[src/rtl/lsu_pkg.sv]
// Shared definitions for the memory-stage load/store sequencer.
package lsu_pkg;

  typedef enum logic {
    ST_IDLE = 1'b0,
    ST_BUS  = 1'b1
  } state_t;

  localparam logic [1:0] FLT_MISALIGN = 2'b01;
  localparam logic [1:0] FLT_TIMEOUT  = 2'b10;
  localparam logic [1:0] FLT_FUNCT3   = 2'b11;

  localparam logic [2:0] LB  = 3'd0;
  localparam logic [2:0] LH  = 3'd1;
  localparam logic [2:0] LW  = 3'd2;
  localparam logic [2:0] LBU = 3'd4;
  localparam logic [2:0] LHU = 3'd5;
  localparam logic [2:0] SB  = 3'd0;
  localparam logic [2:0] SH  = 3'd1;
  localparam logic [2:0] SW  = 3'd2;

  // Move the addressed byte/half/word down to lane 0, zero-filling the top.
  function automatic logic [31:0] align_load(input logic [31:0] data, input logic [1:0] offset);
    return data >> {offset, 3'b000};
  endfunction

endpackage

[src/rtl/lane_steer.sv]
// Combinational byte-lane steering and request legality checks.
module lane_steer
  import lsu_pkg::*;
(
  input  logic [2:0]  funct3,
  input  logic [1:0]  offset,
  input  logic [31:0] wdata,
  input  logic        load,
  output logic [3:0]  be,
  output logic [31:0] wdata_rep,
  output logic        misaligned,
  output logic        illegal
);

  // Width comes from funct3[1:0]; funct3[2] only selects unsigned loads.
  always_comb begin
    be         = 4'b0000;
    wdata_rep  = wdata;
    misaligned = 1'b0;
    illegal    = load ? !(funct3 inside {LB, LH, LW, LBU, LHU})
                      : !(funct3 inside {SB, SH, SW});
    case (funct3[1:0])
      2'b00: begin
        be        = 4'b0001 << offset;
        wdata_rep = {4{wdata[7:0]}};
      end
      2'b01: begin
        be         = 4'b0011 << offset;
        wdata_rep  = {2{wdata[15:0]}};
        misaligned = offset[0];
      end
      default: begin
        be         = 4'b1111;
        misaligned = (offset != 2'b00);
      end
    endcase
  end

endmodule

[src/rtl/mem_access_unit.sv]
// Memory-stage load/store sequencer: single-outstanding req/ack bus master
// with alignment/funct3 checking and a bus-wait timeout.
module mem_access_unit
  import lsu_pkg::*;
#(
  parameter int TIMEOUT_CYCLES = 255
) (
  input  logic        clk,
  input  logic        rst,
  input  logic        req_valid,
  input  logic        req_load,
  input  logic [2:0]  req_funct3,
  input  logic [31:0] req_addr,
  input  logic [31:0] req_wdata,
  output logic        busy,
  output logic        done,
  output logic        fault,
  output logic [1:0]  fault_code,
  output logic        ld_valid,
  output logic [2:0]  ld_funct3,
  output logic [31:0] rdata_aligned,
  output logic        mem_req,
  output logic        mem_we,
  output logic [31:0] mem_addr,
  output logic [3:0]  mem_be,
  output logic [31:0] mem_wdata,
  input  logic [31:0] mem_rdata,
  input  logic        mem_ack
);

  localparam logic [15:0] TIMEOUT_LIMIT = 16'(TIMEOUT_CYCLES);

  state_t      state_reg, state_next;
  logic [15:0] count_reg;
  logic [31:0] addr_reg;
  logic        we_reg;
  logic [3:0]  be_reg;
  logic [31:0] wdata_reg;
  logic [2:0]  funct3_reg;
  logic        done_reg;
  logic        fault_reg;
  logic [1:0]  fault_code_reg;
  logic [2:0]  ld_funct3_reg;
  logic [31:0] rdata_reg;

  logic [3:0]  steer_be;
  logic [31:0] steer_wdata;
  logic        steer_misaligned;
  logic        steer_illegal;

  logic        accept;
  logic        reject;
  logic [1:0]  reject_code;
  logic        complete;
  logic        timeout;

  lane_steer u_lane_steer (
    .funct3     (req_funct3),
    .offset     (req_addr[1:0]),
    .wdata      (req_wdata),
    .load       (req_load),
    .be         (steer_be),
    .wdata_rep  (steer_wdata),
    .misaligned (steer_misaligned),
    .illegal    (steer_illegal)
  );

  // Next-state and request decode; the done/fault pulse cycle blocks acceptance
  // so a request presented then is evaluated one cycle later.
  always_comb begin
    state_next  = state_reg;
    accept      = 1'b0;
    reject      = 1'b0;
    reject_code = FLT_MISALIGN;
    complete    = 1'b0;
    timeout     = 1'b0;
    busy        = 1'b0;
    case (state_reg)
      ST_IDLE: begin
        if (req_valid && !done_reg && !fault_reg) begin
          busy = 1'b1;
          if (steer_illegal) begin
            reject      = 1'b1;
            reject_code = FLT_FUNCT3;
          end else if (steer_misaligned) begin
            reject      = 1'b1;
            reject_code = FLT_MISALIGN;
          end else begin
            accept     = 1'b1;
            state_next = ST_BUS;
          end
        end
      end
      ST_BUS: begin
        busy = 1'b1;
        // Ack wins over a timeout landing in the same cycle.
        if (mem_ack) begin
          complete   = 1'b1;
          state_next = ST_IDLE;
        end else if (count_reg == TIMEOUT_LIMIT) begin
          timeout    = 1'b1;
          state_next = ST_IDLE;
        end
      end
      default: state_next = ST_IDLE;
    endcase
    // Stall must vanish the instant reset is asserted, even with req_valid held.
    if (rst) busy = 1'b0;
  end

  // State register.
  always_ff @(posedge clk or posedge rst) begin
    if (rst) state_reg <= ST_IDLE;
    else     state_reg <= state_next;
  end

  // Bus-wait counter: cleared on entry to BUS, counts cycles without ack.
  always_ff @(posedge clk or posedge rst) begin
    if (rst)                                  count_reg <= '0;
    else if (accept)                          count_reg <= '0;
    else if (state_reg == ST_BUS && !mem_ack) count_reg <= count_reg + 16'd1;
  end

  // Bus request registers, held constant for the whole BUS phase.
  always_ff @(posedge clk or posedge rst) begin
    if (rst) begin
      addr_reg   <= '0;
      we_reg     <= 1'b0;
      be_reg     <= '0;
      wdata_reg  <= '0;
      funct3_reg <= '0;
    end else if (accept) begin
      addr_reg   <= {req_addr[31:2], 2'b00} | {30'd0, req_addr[1:0]};
      we_reg     <= !req_load;
      be_reg     <= steer_be;
      wdata_reg  <= steer_wdata;
      funct3_reg <= req_funct3;
    end
  end

  // One-cycle completion/fault pulses; the fault code is held until the next fault.
  always_ff @(posedge clk or posedge rst) begin
    if (rst) begin
      done_reg       <= 1'b0;
      fault_reg      <= 1'b0;
      fault_code_reg <= '0;
    end else begin
      done_reg  <= complete;
      fault_reg <= reject || timeout;
      if (reject)       fault_code_reg <= reject_code;
      else if (timeout) fault_code_reg <= FLT_TIMEOUT;
    end
  end

  // Load result capture; stores leave the previous load data untouched.
  always_ff @(posedge clk or posedge rst) begin
    if (rst) begin
      rdata_reg     <= '0;
      ld_funct3_reg <= '0;
    end else if (complete && !we_reg) begin
      rdata_reg     <= align_load(mem_rdata, addr_reg[1:0]);
      ld_funct3_reg <= funct3_reg;
    end
  end

  assign mem_req       = (state_reg == ST_BUS);
  assign mem_we        = we_reg;
  assign mem_addr      = {addr_reg[31:2], 2'b00};
  assign mem_be        = be_reg;
  assign mem_wdata     = wdata_reg;
  assign done          = done_reg;
  assign fault         = fault_reg;
  assign fault_code    = fault_code_reg;
  assign ld_valid      = done_reg && !we_reg;
  assign ld_funct3     = ld_funct3_reg;
  assign rdata_aligned = rdata_reg;

endmodule

[config.mk]
export PLATFORM = sky130hd
export DESIGN_NAME = mem_access_unit
export DESIGN_NICKNAME = d
export VERILOG_FILES = /design/src/rtl/lsu_pkg.sv /design/src/rtl/lane_steer.sv /design/src/rtl/mem_access_unit.sv
export SDC_FILE = /design/constraint.sdc
export NUM_CORES = 1
export LEC_CHECK = 0
export CAP_MARGIN = 30
export CORE_MARGIN = 1
export CORE_UTILIZATION = 41
export CTS_CLUSTER_SIZE = 14
export DETAILED_ROUTE_END_ITERATION = 8
export GPL_TIMING_DRIVEN = 0
export PLACE_DENSITY = 0.81
export SLEW_MARGIN = 20
export SYNTH_ARGS = -nofsm -noshare
export SYNTH_HDL_FRONTEND = slang
export SYNTH_SLANG_ARGS = --single-unit
[constraint.sdc]
create_clock -name clk -period 5.25 [get_ports clk]
set_input_delay 1.05 -clock clk [delete_from_list [all_inputs] [get_ports clk]]
set_output_delay 1.05 -clock clk [all_outputs]
set_load 0.1 [all_outputs]
==> results of run 1 <==
[layer usage]
metal / track usage / vias to the layer above / wire, um
li1: - / 2298 / -
met1: 0.269 / 2433 / 7130
met2: 0.381 / 199 / 8340
met3: 0.0812 / 24 / 1400
met4: 0.0850 / 0 / 268
met5: 0 / - / 0
[layout by cell type, fill, tap and decap left out, types with 2 or more instances in the layout]
cell type        instances
clkdlybuf4s50_1        211
dfrtp_1                128
mux2_2                  94
nand2_1                 52
buf_4                   35
o21ai_0                 32
mux2i_1                 25
a21oi_1                 24
nor2_1                  23
clkbuf_16               17
o31ai_1                 13
clkbuf_1                13
nor2b_1                 11
a211oi_1                 8
buf_2                    6
inv_1                    5
nand2b_1                 5
xnor2_1                  5
buf_6                    5
or4_1                    4
mux2_1                   4
nand4_1                  4
clkinvlp_4               4
nor4_1                   3
nand3_1                  3
buf_1                    3
xor2_1                   3
bufinv_16                3
clkinv_2                 3
and2_1                   2
inv_6                    2
conb_1                   2
clkbuf_8                 2
clkinv_4                 2
buf_16                   2
[worst reg2reg max path: stages, from the launching register on]
cell and delay (ns):
dfrtp_1 0.32, clkbuf_1 0.33, buf_2 0.38, clkbuf_1 0.46, nor2_1 0.28, nand2_1 0.12, o21ai_0 0.09
[metrics by stage]
stage | hold WS, ns | cells | cell area, um^2 | utilization
finish | 0.478 | 959 | 9160 | 0.628
floorplan | 0.454 | 530 | 6150 | -
CTS | 0.482 | 959 | 9160 | 0.628
global placement | 0.467 | 925 | 8490 | 0.582
detailed placement | 0.470 | 927 | 8550 | 0.586
global route | 0.497 | 959 | 9160 | 0.628
[how the worst max path moves through the flow]
stage                          from          endpoint  slack [ns]  cells after the start
after floorplan                 rst       addr_reg[0]        0.79                      1
after global placement          rst  rdata_aligned[4]       -0.92                      2
after detailed placement  req_valid              busy        1.37                      4
after CTS                       rst              busy        1.37                      3
after global routing      req_valid              busy        1.30                      4
final                     req_valid              busy        1.37                      4
[Yosys cell counts (8+ instances only)]
cell      number
a211oi_1       8
a21oi_1       24
buf_4         35
clkbuf_1      13
dfrtp_1      128
mux2_2        94
mux2i_1       25
nand2_1       52
nor2_1        23
nor2b_1       11
o21ai_0       32
o31ai_1       13
[layout make-up]
type	count	area, um^2	share of cell area
inverter	6	27.5	0.00300
clock inverter	13	161	0.0176
clock buffer	19	453	0.0494
tap	184	230	0.0251
timing repair buffer	213	2170	0.236
buffer	62	409	0.0446
multi-input combinational	334	2510	0.274
sequential	128	3200	0.350
[kinds of logic (layout without fill, tap and decap cells)]
group	count (synthesis)	in the layout
other cells	1	2
xor+xnor	8	8
buf+inv	68	313
flops	128	128
mux	123	123
simple gates	117	117
compound gates	83	83
fa+ha+maj	1	1
==> impl_metrics.ini, run 1 <==
[outcome]
status = complete, no violations

[setup_path]
arrival_ns = 2.83
r2r-start = addr_reg[1]
slowest_stage = clkdlybuf4s50_1
reg2regPathDepth = 6
cp_top_family = buffers and inverters
worstSetupStartpointType = input port
rrSetupSlack_ns = 3.13
slowest_delay_ns = 1.14
crit_chain = clkdlybuf4s50_1 -> a21oi_1 -> nor2_1 -> clkdlybuf4s50_1
setup.worst_path.class = in -> out
crit_required_ns = 4.20
cp_common_cell = clkdlybuf4s50_1
critical_path.max_fanout = 2
r2r_end = rdata_aligned[30]
crit_buf_inv = 2
endpoint_kind = output port

[floorplan]
design.core.area_um2 = 14600
die_height_um = 124
io_pins = 215
dieArea_um2 = 15500
rows = 44
start_util = 0.421
fp.dieW_um = 124

[synthesis]
synth-main-ff-cell = dfrtp_1
synthAdderAreaFrac = 0.00204
yosys.area_share.xor_xnor = 0.0114
syn_area_um2 = 6140
synth_top_family_by_area = multiplexers
netlist_instances = 529
ys_seq_elements = 128
synthArstFlopShare = 1.00
yosys-mux-area-fraction = 0.220
yosys_warnings = 0
synthTopCellsByArea = dfrtp_1 52%, mux2_2 17%, buf_4 4.3%
syn_area_per_cell_um2 = 11.6
synth_area_leader_cell = dfrtp_1
synth_edf_count = 0
ys_seq_area_frac = 0.521
synth.distinct_cells = 43
synth_compound_area_frac = 0.0807
yosys.area_share.simple = 0.0933
synth_top_cell_area_share = 0.521

[global_routing]
grt_max_degree = 80
first_global_vias = 5290
gr-total-overflow = 0
grt_use_total = 0.229
antenna_found_initial = 0
grt_pass1_wl_mm = 27.7

[sta]
setup_tns_ns = 0
rsz0062_at_grt = no
drv_slew = 0
hold_viol = 0
setup_slack_ns = 1.37
fmax_mhz = 258
skew_ns = 0.00544
maxSlewHeadroom = 0.319
period_share = 0.738
tightest_slew_ns = 1.02
finalCriticalPeriod_ns = 3.88
setup_viol = 0

[cts]
ctsHoldBuffers = 0
clk_latency_ns = 0.42
clk_pin_slew_ns = 0.05
clock-sinks = 128
cts-root-buf = clkbuf_16
cts.htree.levels = 4
numCtsBuffers = 17
cts_tree = done
ctsLongestPathBuffers = 2
post_cts.repair.setup_buffers = 0
cts_resized = 0

[drt]
drcViolationCount = 0
wl_mm = 17.1
final_antenna_net_count = 0
drt-initial-drc-count = 343
vias = 4954
dr.pass1.iters = 6
viasPerCell = 5.17
wl_per_cell_um = 17.9

[hold_path]
whs_path_depth = 2
min-delay-start = rdata_aligned[27]
hold_end = rdata_aligned[27]
min_path_type = reg -> reg

[layout]
fillerInstances = 1118
syn2layout_area_growth_pct = 49.2
nets = 867
drive_gt1_frac = 0.234
num_antenna_cells = 0

[placed_design]
dp_slack_ns = 1.37
gp_congestion = 0.871
dp_hpwl_mm = 12.5
portBuffers = 211

[flow_run]
drv_cap = 0
Power of run 1 is not shown: default switching activity piles up to over one toggle a cycle in this logic, so the estimate is an artifact.
==> run 2: changes to the inputs <==
--- a/config.mk
+++ b/config.mk
@@ -11,7 +11,7 @@
 export CTS_CLUSTER_SIZE = 14
 export DETAILED_ROUTE_END_ITERATION = 8
 export GPL_TIMING_DRIVEN = 0
-export PLACE_DENSITY = 0.81
+export PLACE_DENSITY = 0.84
 export SLEW_MARGIN = 20
 export SYNTH_ARGS = -nofsm -noshare
 export SYNTH_HDL_FRONTEND = slang
==> constraint.sdc (replaced) <==
create_clock -name clk -period 3.4 [get_ports clk]
set_input_delay 0.68 -clock clk [delete_from_list [all_inputs] [get_ports clk]]
set_output_delay 0.68 -clock clk [all_outputs]
set_load 0.1 [all_outputs]
==> impl_metrics.ini, run 2 (synthesis gave the netlist of run 1 again) <==
[outcome]
status = complete, no violations

[setup_path]
worstSetupStartpointType = input port
slowest_stage = clkdlybuf4s50_1
arrival_ns = 2.44
cp_common_cell = clkdlybuf4s50_1
crit_required_ns = 2.72
crit_chain = clkdlybuf4s50_1 -> a21oi_1 -> nor2_1 -> clkdlybuf4s50_1
reg2regPathDepth = 5
slowest_delay_ns = 1.13
critical_path.max_fanout = 2
r2r_end = mem_wdata[0]
rrSetupSlack_ns = 1.31
endpoint_kind = output port
r2r-start = mem_req
crit_buf_inv = 2
cp_top_family = buffers and inverters
setup.worst_path.class = in -> out

[sta]
hold_viol = 0
drv_slew = 0
setup_slack_ns = 0.277
maxSlewHeadroom = 0.318
fmax_mhz = 320
skew_ns = 0.00547
period_share = 0.919
setup_tns_ns = 0
rsz0062_at_grt = no
finalCriticalPeriod_ns = 3.12
tightest_slew_ns = 1.02
setup_viol = 0

[cts]
numCtsBuffers = 17
cts_tree = done
ctsHoldBuffers = 0
ctsLongestPathBuffers = 2
cts-root-buf = clkbuf_16
clk_latency_ns = 0.41
cts_resized = 0
post_cts.repair.setup_buffers = 0
cts.htree.levels = 4
clk_pin_slew_ns = 0.05
clock-sinks = 128

[drt]
drcViolationCount = 0
viasPerCell = 5.03
drt-initial-drc-count = 205
final_antenna_net_count = 0
vias = 4827
wl_per_cell_um = 16.8
wl_mm = 16.1
dr.pass1.iters = 4

[layout]
nets = 869
num_antenna_cells = 0
mostFrequentLayoutCell = clkdlybuf4s50_1
layout_common_cells = 211 x clkdlybuf4s50_1, 128 x dfrtp_1, 94 x mux2_2
syn2layout_area_growth_pct = 49.1
fillerInstances = 1182
drive_gt1_frac = 0.231
utilization = 0.628

[floorplan]
rows = 44
dieArea_um2 = 15500
fp.dieW_um = 124
start_util = 0.421
die_height_um = 124
io_pins = 215
design.core.area_um2 = 14600

[placed_design]
portBuffers = 211
dp_hpwl_mm = 11.9
gp_congestion = 0.924
dp_slack_ns = 0.278

[flow_run]
drv_cap = 0

[global_routing]
gr-total-overflow = 0
first_global_vias = 5105
antenna_found_initial = 0
grt_max_degree = 34
grt_pass1_wl_mm = 26.6
grt_use_total = 0.219

[hold_path]
whs_path_depth = 1
hold_end = fault_code[0]
min-delay-start = fault_code[0]
min_path_type = reg -> reg
[run 2: changes by cell type in the layout (fill, tap and decap cells not counted)]
cell / before / now
clkbuf_1: 13 / 15
clkinv_2: 3 / 4
clkinvlp_4: 4 / 1
clkbuf_8: 2 / 5
buf_16: 2 / 1
clkinv_4: 2 / 0
bufinv_16: 3 / 2
buf_12: 0 / 3
inv_6: 2 / 0
[run 2: worst max path at each step]
| stage | slack (ns) | cells after the start | start | endpoint |
|---|---|---|---|---|
| floorplan | 0.33 | 1 | done | ld_valid |
| global placement | -0.13 | 2 | rst | mem_wdata[1] |
| detailed placement | 0.28 | 4 | req_valid | busy |
| CTS | 0.27 | 4 | req_valid | busy |
| global route | 0.20 | 4 | req_valid | busy |
| finish | 0.28 | 4 | req_valid | busy |
[run 2: layout make-up]
class / instances / area [um^2] / area share
sequential: 128 / 3200 / 0.350
multi-input combinational: 334 / 2510 / 0.274
timing repair buffer: 215 / 2200 / 0.240
clock buffer: 24 / 502 / 0.0548
buffer: 62 / 409 / 0.0447
tap: 184 / 230 / 0.0251
clock inverter: 6 / 80.1 / 0.00874
inverter: 6 / 26.3 / 0.00287
[run 2: layer usage]
| metal | track usage | up-vias | wire [um] | part of all wire |
|---|---|---|---|---|
| met5 | 0 | - | 0 | 0 |
| met4 | 0.0900 | 0 | 365 | 0.023 |
| met3 | 0.0769 | 26 | 1340 | 0.083 |
| met2 | 0.346 | 199 | 7480 | 0.46 |
| met1 | 0.271 | 2309 | 6910 | 0.43 |
| li1 | - | 2293 | - | - |
[run 2: through the flow]
step	hold WS (ns)	std cells	instance area (um^2)
after floorplan	0.454	530	6150
after detailed placement	0.464	929	8580
after global placement	0.466	925	8490
after global routing	0.504	959	9160
final	0.473	959	9160
after CTS	0.477	959	9160
Power of run 2 is left out for the same reason.
==> run 3: changes to the inputs <==
--- a/config.mk
+++ b/config.mk
@@ -11,6 +11,7 @@
 export CTS_CLUSTER_SIZE = 14
 export DETAILED_ROUTE_END_ITERATION = 8
 export GPL_TIMING_DRIVEN = 0
+export MAX_ROUTING_LAYER = met4
 export PLACE_DENSITY = 0.84
 export SLEW_MARGIN = 20
 export SYNTH_ARGS = -nofsm -noshare
==> impl_metrics.ini, run 3 (synthesis gave the netlist of run 1 again) <==
[setup_path]
crit_required_ns = 2.72
setup.worst_path.class = in -> out
critical_path.max_fanout = 2
endpoint_kind = output port
worstSetupStartpointType = input port
arrival_ns = 2.46

[floorplan]
start_util = 0.421
dieArea_um2 = 15500
die_height_um = 124
rows = 44
design.core.area_um2 = 14600
io_pins = 215
fp.dieW_um = 124

[layout]
mostFrequentLayoutCell = clkdlybuf4s50_1
utilization = 0.632
nets = 869
layout_common_cells = 211 x clkdlybuf4s50_1, 128 x dfrtp_1, 94 x mux2_2
num_antenna_cells = 0
fillerInstances = 1168
drive_gt1_frac = 0.234
syn2layout_area_growth_pct = 50.2

[cts]
ctsLongestPathBuffers = 2
clk_pin_slew_ns = 0.05
cts_tree = done
clk_latency_ns = 0.41
ctsHoldBuffers = 0
numCtsBuffers = 17
cts_resized = 0
cts.htree.levels = 4
post_cts.repair.setup_buffers = 0
clock-sinks = 128
cts-root-buf = clkbuf_16

[global_routing]
grt_pass1_wl_mm = 26.7
gr-total-overflow = 0
antenna_found_initial = 0
first_global_vias = 5114
grt_max_degree = 34
grt_use_total = 0.227

[drt]
dr.pass1.iters = 4
drcViolationCount = 0
final_antenna_net_count = 0
viasPerCell = 5.07
wl_mm = 16.2
vias = 4873
drt-initial-drc-count = 236
wl_per_cell_um = 16.8

[sta]
setup_viol = 0
hold_viol = 0
maxSlewHeadroom = 0.311
finalCriticalPeriod_ns = 3.14
drv_slew = 0
period_share = 0.923
tightest_slew_ns = 1.03
rsz0062_at_grt = no
fmax_mhz = 319
skew_ns = 0.00741

[placed_design]
gp_congestion = 0.912
portBuffers = 211
dp_hpwl_mm = 11.9

[hold_path]
min_path_type = reg -> reg

[outcome]
status = complete, no violations

[flow_run]
drv_cap = 0
run 3: stage by stage:
step	setup TNS (ns)	setup slack [ns]	cell area [um^2]	hold WS, ns	cells
after global placement	-15.95	-0.136	8490	0.466	925
after detailed placement	0	0.266	8580	0.464	929
after global routing	0	0.197	9230	0.512	961
after CTS	0	0.257	9230	0.477	961
final	0	0.263	9230	0.473	961
after floorplan	0	0.329	6150	0.454	530
run 3: worst paths after layout:
| check | startpoint | cells past startpoint | endpoint | slack, ns |
|---|---|---|---|---|
| min in group asynchronous | rst | 2 | fault | 0.64 |
| setup reg to reg | mem_req | 5 | mem_wdata[0] | 1.27 |
| hold / removal | fault_code[0] | 1 | fault_code[0] | 0.47 |
| max in group asynchronous | rst | 4 | mem_wdata[19] | 2.10 |
| setup / recovery | req_valid | 4 | busy | 0.26 |
| hold reg to reg | fault_code[0] | 1 | fault_code[0] | 0.47 |
run 3: area by class of cell:
class	count	area (um^2)	share of cell area
well taps	184	230	0.0250
inverters	6	26.3	0.00285
clock buffers	20	457	0.0495
clock inverters	12	188	0.0203
repair buffers	215	2200	0.238
multi-input cells	334	2510	0.272
flip-flops and latches	128	3200	0.347
plain buffers	62	409	0.0444
run 3: routing by layer:
layer | global-route usage | vias up | wire (um)
met3 | 0.0709 | 21 | 1250
met2 | 0.352 | 198 | 7680
met5 | - | - | 0
met4 | 0.0907 | 0 | 282
li1 | - | 2300 | -
met1 | 0.276 | 2354 | 6940
run 3: worst max-delay path: stages:
cell and delay, ns:
clkdlybuf4s50_1 0.48, a21oi_1 0.07, nor2_1 0.09, clkdlybuf4s50_1 1.13
Power of run 3 is left out for the same reason.
